<file path="config.mk">
export PLATFORM = sky130hd
export DESIGN_NAME = fb_rect_writer
export DESIGN_NICKNAME = d
export VERILOG_FILES = /design/src/rtl/fb_pkg.sv /design/src/rtl/fb_rect_walker.sv /design/src/rtl/fb_rect_writer.sv
export SDC_FILE = /design/constraint.sdc
export NUM_CORES = 1
export LEC_CHECK = 0
export CORE_AREA = 2 2 115 117
export CTS_CLUSTER_DIAMETER = 60
export DETAILED_ROUTE_END_ITERATION = 16
export DIE_AREA = 0 0 117 119
export PLACE_DENSITY = 0.94
export REMOVE_ABC_BUFFERS = 1
export SETUP_SLACK_MARGIN = 0.15
export SYNTH_ARGS = -nofsm -noshare
export SYNTH_HDL_FRONTEND = slang
export SYNTH_SLANG_ARGS = --single-unit
</file>
<file path="constraint.sdc">
create_clock -name clk_vid -period 9.4 [get_ports clk_vid]
set_input_delay 2.82 -clock clk_vid [delete_from_list [all_inputs] [get_ports clk_vid]]
set_output_delay 2.82 -clock clk_vid [all_outputs]
set_load 0.03 [all_outputs]
</file>
<file path="src/rtl/fb_pkg.sv">
// rtl/fb_pkg.sv - shared framebuffer constants, pixel type and rect-writer states
package fb_pkg;
  localparam int FB_W   = 640;
  localparam int FB_H   = 480;
  localparam int ADDR_W = 19;

  typedef logic [7:0] rgb332_t;

  typedef enum logic [1:0] {
    IDLE  = 2'd0,
    SETUP = 2'd1,
    WRITE = 2'd2,
    DONE  = 2'd3
  } rect_state_t;
endpackage

</file>
<file path="src/rtl/fb_rect_walker.sv">
// rtl/fb_rect_walker.sv - col/row walker producing incremental pixel addresses
module fb_rect_walker #(
  parameter int FB_W = fb_pkg::FB_W
) (
  input  logic                      clk,
  input  logic                      rst,
  input  logic                      load,
  input  logic [fb_pkg::ADDR_W-1:0] base,
  input  logic [9:0]                w_eff,
  input  logic [9:0]                h_eff,
  input  logic                      advance,
  output logic [fb_pkg::ADDR_W-1:0] addr,
  output logic                      last
);
  import fb_pkg::*;

  logic [9:0]        col;
  logic [9:0]        row;
  logic [9:0]        w_q;
  logic [9:0]        h_q;
  logic [ADDR_W-1:0] row_base;

  assign last = (col == w_q - 10'd1) && (row == h_q - 10'd1);

  // addr is kept as its own register so mem_addr leaves the block straight from a flop
  always_ff @(posedge clk or posedge rst) begin
    if (rst) begin
      col      <= '0;
      row      <= '0;
      w_q      <= '0;
      h_q      <= '0;
      row_base <= '0;
      addr     <= '0;
    end else if (load) begin
      col      <= '0;
      row      <= '0;
      w_q      <= w_eff;
      h_q      <= h_eff;
      row_base <= base;
      addr     <= base;
    end else if (advance) begin
      if (col < w_q - 10'd1) begin
        col  <= col + 10'd1;
        addr <= addr + 1'b1;
      end else begin
        col      <= '0;
        row      <= row + 10'd1;
        row_base <= row_base + ADDR_W'(FB_W);
        addr     <= row_base + ADDR_W'(FB_W);
      end
    end
  end
endmodule

</file>
<file path="src/rtl/fb_rect_writer.sv">
// rtl/fb_rect_writer.sv - rectangle fill engine writing RGB332 pixels to the framebuffer
// Optional FB_RECT_CLIP_EN clips every command to the visible frame.
module fb_rect_writer #(
  parameter int FB_W = fb_pkg::FB_W,
  parameter int FB_H = fb_pkg::FB_H
) (
  input  logic        clk_vid,
  input  logic        reset,
  input  logic        start,
  input  logic [9:0]  x0,
  input  logic [9:0]  y0,
  input  logic [9:0]  w,
  input  logic [9:0]  h,
  input  logic [7:0]  color,
  output logic        busy,
  output logic        done,
  output logic        mem_we,
  output logic [18:0] mem_addr,
  output logic [15:0] mem_dout,
  input  logic        mem_ack
);
  import fb_pkg::*;

  rect_state_t       state;
  rect_state_t       state_n;
  logic [9:0]        x0_q;
  logic [9:0]        y0_q;
  logic [9:0]        w_q;
  logic [9:0]        h_q;
  rgb332_t           color_q;
  logic [ADDR_W-1:0] base;
  logic [9:0]        w_eff;
  logic [9:0]        h_eff;
  logic              last;
  logic              advance;

  assign base     = ADDR_W'(y0_q) * ADDR_W'(FB_W) + ADDR_W'(x0_q);
  assign advance  = (state == WRITE) && mem_ack;
  assign mem_dout = {8'h00, color_q};

`ifdef FB_RECT_CLIP_EN
  logic [9:0] w_room;
  logic [9:0] h_room;
  assign w_room = 10'(FB_W) - x0_q;
  assign h_room = 10'(FB_H) - y0_q;

  always_comb begin
    w_eff = '0;
    h_eff = '0;
    if (x0_q < 10'(FB_W) && y0_q < 10'(FB_H)) begin
      w_eff = (w_q > w_room) ? w_room : w_q;
      h_eff = (h_q > h_room) ? h_room : h_q;
    end
  end
`else
  assign w_eff = w_q;
  assign h_eff = h_q;
`endif

  always_comb begin
    state_n = state;
    case (state)
      IDLE:    if (start) state_n = SETUP;
      SETUP:   state_n = (w_eff == '0 || h_eff == '0) ? DONE : WRITE;
      WRITE:   if (mem_ack && last) state_n = DONE;
      DONE:    state_n = IDLE;
      default: state_n = IDLE;
    endcase
  end

  // status and strobe outputs are registered from the next state
  always_ff @(posedge clk_vid or posedge reset) begin
    if (reset) begin
      state   <= IDLE;
      busy    <= 1'b0;
      done    <= 1'b0;
      mem_we  <= 1'b0;
      x0_q    <= '0;
      y0_q    <= '0;
      w_q     <= '0;
      h_q     <= '0;
      color_q <= '0;
    end else begin
      state  <= state_n;
      busy   <= (state_n != IDLE);
      done   <= (state_n == DONE);
      mem_we <= (state_n == WRITE);
      if (state == IDLE && start) begin
        x0_q    <= x0;
        y0_q    <= y0;
        w_q     <= w;
        h_q     <= h;
        color_q <= color;
      end
    end
  end

  fb_rect_walker #(.FB_W(FB_W)) u_walker (
    .clk     (clk_vid),
    .rst     (reset),
    .load    (state == SETUP),
    .base    (base),
    .w_eff   (w_eff),
    .h_eff   (h_eff),
    .advance (advance),
    .addr    (mem_addr),
    .last    (last)
  );
endmodule

</file>
==> results by group, run 1 <==
Die
  • Die area: between 0.01 and 0.015 mm²
  • Io pins: 90
  • Initial Util: 59.2%
  • Die H: roughly 120 µm
  • Core ar.: 0.0129 mm²
  • Die Width: between 100 and 150 µm
  • # rows: 42

Synthesis
  • Ys flop type: dfrtp_1
  • Mean Syn Cell Area: around 10 µm²
  • Mapped Area: ~0.0076 mm²
  • Flops & latches, synth: approximately 130
  • Yosys Warn Count: 0
  • Cells after Synth: 735
  • Asr flop ratio synth: 100%
  • Synth top area cells: dfrtp_1 43%, mux2_2 10%, ha_1 6.4%
  • Sequential share of the synthesized area: 43.0%
  • Post-synth top area share: a little over two fifths
  • Largest area contributor in the netlist: dfrtp_1
  • Synth unique cells: 66
  • Number of synthesized flops with an enable pin: 0

Worst setup path
  • CP max FO: 13
  • CP dominant cell by count: nor2_1
  • Crit-path cells: clkdlybuf4s50_1, and2_1, nor2_1, nor3_1, xnor2_1, nor2_1, o31a_1
  • R2r setup slk: about 5400 ps
  • Worst path slowest cell: and2_1
  • Worst stage delay on the critical path: ~510 ps
  • CP required: slightly below 10000 ps
  • CP arrival: roughly 5000 ps
  • Startpoint types: input port
  • Crit path kind: input port to flip-flop
  • Kind of end point of the critical path: flip-flop

Clock network
  • # H-tree levels: 4
  • Post CTS Setup Buffer Count: 0
  • Hold-fix buffers, CTS: 0
  • TritonCTS clock tree: built
  • Post-cts sizing count: 0
  • CTS clock-pin slew for the worst setup and hold paths: 60 ps
  • Clk_lat worst skew: ~430 ps
  • Clock Path Buffers: 2
  • CTS root buf: clkbuf_16
  • Num CTS Buffers: 17
  • Clock net sink count: between 100 and 150

Finish
  • Fin nets: roughly 900
  • Fill count: between 800 and 900
  • Layout area overhead: 19.9%
  • Register area: ~0.0033 mm²
  • Inserted Diodes: 0
  • Share of layout cells above drive strength 1: 14.9%
  • Area of the multi-input gates: around 0.004 mm²

Global route
  • Largest net degree at the start of global routing: slightly above 70
  • GRT Total Usage: between 20% and 30%
  • GRT overflow: 0
  • First-pass GRT wire length: roughly 29 mm
  • Vias in the first global route: ~5900
  • Initial antenna violation count: 0

Detailed routing
  • DR pass1 iterations: 5
  • Final ANT Viol Nets: 0
  • Post-route DRC: 0
  • Number of DRC markers in iteration 0: around 620
  • WL/cell: 17.0 µm
  • Final WL: approximately 17 mm
  • Via count: 5926
  • Vias/cell: between 5 and 6

Timing
  • Final hold vios: 0
  • Tmin final: 4650 ps
  • Max-slew violations: 0
  • Worst-Margin Slew: 1210 ps
  • Final setup margin: about 4700 ps
  • Fmax: 215 MHz
  • Layout Skew: between 4 and 5 ps
  • Fin crit share: between 40% and 50%
  • RSZ-0062 raised after global routing: false
  • Final setup viols: 0
  • Fin Setup TNS: 0 ps
  • Max_slew headroom: roughly 19%

Place
  • Post-DP HPWL: around 11 mm
  • Final GP Congestion: 0.928
  • Port Buffers: between 80 and 90
  • Setup WS pre-CTS: between 4000 and 5000 ps

Power
  • Peak supply drop: 0.275 mV
  • Leak pwr: approximately 3.9 nW
  • Power Density: a little under 400 mW/mm²
  • Pwr Total: roughly 3.5 mW

Run
  • Maxcap violations: 0

Outcome
  • Status: finished clean

Worst hold path
  • Min-Delay Path Class: flip-flop to flip-flop
critical path, delay by kind of cell:
kind	cells	cell delay [ps]
xor+xnor	1	170
simple gates	4	1190
compound gates	1	290
buf+inv	1	500
metal layers:
layer  up-vias  wire length, µm  global-route usage (%)  share of wire, %
met3        45             1130                    6.92               6.7
met5         -                0                       0                 0
met4         0              400                    10.3               2.4
met2       269             8120                    40.4                48
met1      2852             7290                    35.4                43
li1       2760                -                       -                 -
placed cells by master (no fill, tap or decap), types with 17 or more instances in the layout:
master           synthesis  layout
xor2_1                  27      27
ha_1                    39      38
clkbuf_16                0      17
clkdlybuf4s50_1          0      81
o21ai_0                 31      31
nand3_1                 21      21
xnor2_1                 47      47
inv_1                   24      23
dfrtp_1                131     131
a21oi_1                 34      34
nand2_1                 57      56
nor2_1                  49      49
mux2_2                  71      71
report_power, final:
| group | internal, mW | switching (mW) |
|---|---|---|
| logic | 0.830 | 0.973 |
| registers | 0.815 | 0.248 |
| clock network | 0.430 | 0.246 |
| total | 2.07 | 1.47 |
kinds of logic (layout without fill, tap and decap cells):
logic type,count (synthesis),in the layout,share of synthesized area [%]
AND/OR/NAND/NOR,211,211,14.2
AO/OA/AOI/OAI,138,138,12.1
flip-flops,131,131,43.0
multiplexers,80,80,11.7
XOR/XNOR,74,74,8.51
buffers and inverters,59,140,3.55
adder cells (fa/ha/maj),41,41,6.93
other,1,8,0.0492
worst paths after layout:
check,from,to,cells after the start
setup / recovery,mem_ack,u_walker.addr[9]$_DFFE_PP0P_,7
hold / removal,color_q[5]$_DFFE_PP0P_,color_q[5]$_DFFE_PP0P_,1
setup reg to reg,u_walker.w_q[2]$_DFFE_PP0P_,u_walker.row[5]$_DFFE_PP0P_,12
hold reg to reg,color_q[5]$_DFFE_PP0P_,color_q[5]$_DFFE_PP0P_,1
max in group asynchronous,reset,u_walker.row[9]$_DFFE_PP0P_,3
min in group asynchronous,reset,color_q[2]$_DFFE_PP0P_,2
flip-flops by register name, indices dropped and copies added, names as in the netlist:
name and flops:
u_walker.addr 19, u_walker.row_base 19, h_eff 10, u_walker.col 10
u_walker.h_q 10, u_walker.row 10, u_walker.w_q 10, w_eff 10
x0_q 10, y0_q 10, color_q 8, state 2
busy 1, done 1, mem_we 1
synthesized netlist by cell type (all sizes together) (7+ instances only):
master,number
nor2,49
nand3,21
clkbuf,16
inv,24
nand2,58
o21a,8
a21oi,36
and3,9
xor2,27
nand4,13
o211ai,7
mux2,71
mux2i,9
o21ai,34
dfrtp,131
nor2b,9
nor3,16
ha,39
xnor2,47
nor4,7
buf,19
final cells by class:
cell class	count	area share [%]
clock buffers	23	5.56
clock inverters	9	1.10
inverters	24	1.01
multi-input cells	552	44.9
flip-flops and latches	131	35.9
well taps	176	2.41
repair buffers	84	9.12
metrics by stage:
step                util (%)  cells  cell area, µm²  hold WS, ps
global route            70.9    999            9130          522
finish                  70.9    999            9130          505
CTS                     70.9    999            9130          508
detailed placement      66.2    967            8530          496
floorplan                  -    707            7460          458
global placement        66.2    967            8530          486
Note: power is estimated with default switching activity, not from simulation.
==> run 2: changes to the inputs <==
--- a/config.mk
+++ b/config.mk
@@ -5,11 +5,11 @@
 export SDC_FILE = /design/constraint.sdc
 export NUM_CORES = 1
 export LEC_CHECK = 0
-export CORE_AREA = 2 2 115 117
+export CORE_AREA = 2 2 119 121
 export CTS_CLUSTER_DIAMETER = 60
 export DETAILED_ROUTE_END_ITERATION = 16
-export DIE_AREA = 0 0 117 119
-export PLACE_DENSITY = 0.94
+export DIE_AREA = 0 0 121 123
+export PLACE_DENSITY = 0.89
 export REMOVE_ABC_BUFFERS = 1
 export SETUP_SLACK_MARGIN = 0.15
 export SYNTH_ARGS = -nofsm -noshare
==> constraint.sdc (replaced) <==
create_clock -name clk_vid -period 4.6 [get_ports clk_vid]
set_input_delay 1.38 -clock clk_vid [delete_from_list [all_inputs] [get_ports clk_vid]]
set_output_delay 1.38 -clock clk_vid [all_outputs]
set_load 0.03 [all_outputs]
==> results by group, run 2 (same netlist as run 1, synthesis figures left out) <==
Outcome
  • Status: finished clean

Place
  • Post-Place Cells: 975 (+0.83%)
  • Final GP Congestion: 0.858 (-7.6%)
  • Port Buffers: 81 (unchanged)
  • Setup WS pre-CTS: 807 ps (-3560 ps)
  • Post-DP HPWL: 11.6 mm (+4.8%)

Worst setup path
  • CP arrival: 4180 ps (-790 ps)
  • Reg2reg start: u_walker.w_q[2]$_DFFE_PP0P_
  • Crit-path cells: or3_1, or3_1, or3_1, xor2_1, ha_1, a21o_1, a21o_1, a21oi_4, and2_4, mux2i_1, nor3_1, a221o_1
  • Reg2reg path depth: 12 (unchanged)
  • Crit path kind: flip-flop to flip-flop
  • CP dominant cell by count: or3_1
  • Worst path slowest cell: and2_4
  • Startpoint types: flip-flop
  • R2r setup slk: 730 ps (-4650 ps)
  • Worst stage delay on the critical path: 510 ps (about the same)
  • Worst flop-to-flop path endpoint: u_walker.addr[1]$_DFFE_PP0P_
  • CP required: 4920 ps (-4790 ps)
  • Kind of end point of the critical path: flip-flop
  • CP max FO: 41 (+28)

Detailed routing
  • Post-route DRC: 0 (unchanged)
  • Via count: 5930 (+0.067%)
  • DR pass1 iterations: 7 (+2)
  • Final WL: 17.5 mm (+3.2%)
  • Final ANT Viol Nets: 0 (unchanged)
  • Vias/cell: 5.89 (-0.73%)
  • WL/cell: 17.4 µm (+2.4%)
  • Number of DRC markers in iteration 0: 581 (-6.0%)

Finish
  • Layout area overhead: 21.5%
  • Share of layout cells above drive strength 1: 15.4% (+0.41 points)
  • Most common cell after layout, fill and taps aside: dfrtp_1
  • Commonest non-fill, non-tap cells in the layout: 131 x dfrtp_1, 81 x clkdlybuf4s50_1, 71 x mux2_2
  • Layout Cells excl Fill: 1007 (+0.80%)
  • Top Registers: u_walker.addr x19, u_walker.row_base x19
  • Final core occ: 68.0% (-2.9 points)
  • Fill count: 979 (+11%)
  • Inserted Diodes: 0 (unchanged)
  • Fin nets: 907 (+0.44%)

Timing
  • Worst-Margin Slew: 829 ps (-378 ps)
  • Final setup margin: 731 ps (-4010 ps)
  • Tmin final: roughly 3900 ps
  • Fin crit share: 84.1%
  • Final setup viols: 0 (unchanged)
  • Layout Skew: 6.03 ps (+1.11 ps)
  • Fmax: about 260 MHz
  • Max_slew headroom: 44.7% (+25 points)
  • Max-slew violations: 0 (unchanged)
  • Final hold vios: 0 (unchanged)
  • RSZ-0062 raised after global routing: false

Global route
  • Largest net degree at the start of global routing: 65 (-9.7%)
  • First-pass GRT wire length: 29.3 mm (+2.7%)
  • Initial antenna violation count: 0 (unchanged)
  • Vias in the first global route: 5891 (-0.017%)
  • GRT Total Usage: 25.0% (-1.2 points)
  • GRT overflow: 0 (unchanged)

Die
  • Core ar.: 0.0136 mm² (+5.7%)
  • Die Width: 121 µm (+3.4%)
  • Initial Util: 56.0% (-3.2 points)
  • Die area: 0.0149 mm² (+6.9%)
  • # rows: 43 (+2.4%)
  • Die H: 123 µm (+3.4%)
  • Io pins: 90 (unchanged)

Clock network
  • CTS root buf: clkbuf_16
  • Clk_lat worst skew: 430 ps (about the same)
  • Post CTS Setup Buffer Count: 0 (unchanged)
  • TritonCTS clock tree: built
  • Hold-fix buffers, CTS: 0 (unchanged)
  • # H-tree levels: 4 (unchanged)
  • Clock Path Buffers: 2 (unchanged)
  • Post-cts sizing count: 0 (unchanged)
  • CTS clock-pin slew for the worst setup and hold paths: 60 ps (about the same)
  • Num CTS Buffers: 17 (unchanged)
  • Clock net sink count: 131 (unchanged)

Power
  • Peak supply drop: 0.599 mV (+120%)
  • Pwr Total: 7.46 mW (+110%)
  • Leak pwr: 3.91 nW (+1.4%)
  • Power Density: 805 mW/mm² (+110%)

Worst hold path
  • WHS Endpoint: u_walker.h_q[0]$_DFFE_PP0P_
  • Min-Delay Path Class: flip-flop to flip-flop
  • Hold Path Depth: 2 (+1)
  • Hold Path Origin: h_eff[0]$_DFFE_PP0P_

Run
  • Maxcap violations: 0 (unchanged)
==> run 2: cell types whose count changed in the layout (fill, tap and decap cells not counted), sizes merged <==
cell	before	now
clkbuf	23	17
bufinv	2	7
buf	3	7
clkinvlp	2	3
==> run 2: metrics by stage <==
step,hold slack [ps],TNS (ps),area [µm²]
after CTS,499,0,9260
final,495,0,9260
after detailed placement,490,0,8570
after global routing,518,0,9260
after global placement,486,0,8570
after floorplan,458,-36380,7460
==> run 2: critical path, delay by kind of cell (launching register included) <==
family / cells / cell delay, ps
multiplexers: 1 / 240
AND/OR/NAND/NOR: 5 / 1700
XOR/XNOR: 1 / 160
flip-flops: 1 / 440
adder cells (fa/ha/maj): 1 / 300
AO/OA/AOI/OAI: 4 / 880
==> run 2: how the worst max path moves through the flow <==
| stage | slack, ps | from | endpoint | depth (start not counted) |
|---|---|---|---|---|
| floorplan | -280 | reset | busy$_DFF_PP0_ | 1 |
| global placement | 920 | u_walker.w_q[2]$_DFFE_PP0P_ | u_walker.addr[1]$_DFFE_PP0P_ | 12 |
| detailed placement | 810 | u_walker.w_q[2]$_DFFE_PP0P_ | u_walker.addr[1]$_DFFE_PP0P_ | 12 |
| CTS | 770 | u_walker.w_q[2]$_DFFE_PP0P_ | u_walker.addr[1]$_DFFE_PP0P_ | 12 |
| global route | 550 | u_walker.w_q[2]$_DFFE_PP0P_ | u_walker.addr[1]$_DFFE_PP0P_ | 12 |
| finish | 730 | u_walker.w_q[2]$_DFFE_PP0P_ | u_walker.addr[1]$_DFFE_PP0P_ | 12 |
==> run 2: layout make-up <==
cell class | count | area [µm²] | area share, %
Tap cell | 180 | 225 | 2.43
Inverter | 24 | 92.6 | 1.00
Multi-Input combinational cell | 552 | 4100 | 44.3
Timing Repair Buffer | 88 | 876 | 9.46
Clock inverter | 15 | 262 | 2.82
Sequential cell | 131 | 3280 | 35.4
Clock buffer | 17 | 425 | 4.59
==> run 2: power by group <==
part | internal (mW) | switching (mW) | total [mW] | leakage, nW
registers | 1.66 | 0.516 | 2.18 | 1.58
clock network | 1.07 | 0.517 | 1.58 | 0.329
logic | 1.70 | 1.99 | 3.69 | 2.01
==> run 2: per-layer routing <==
metal	GRT usage (%)	share of wire [%]
met5	0	0
met4	11.8	3.0
met3	5.26	6.1
met2	41.0	50
met1	31.9	41
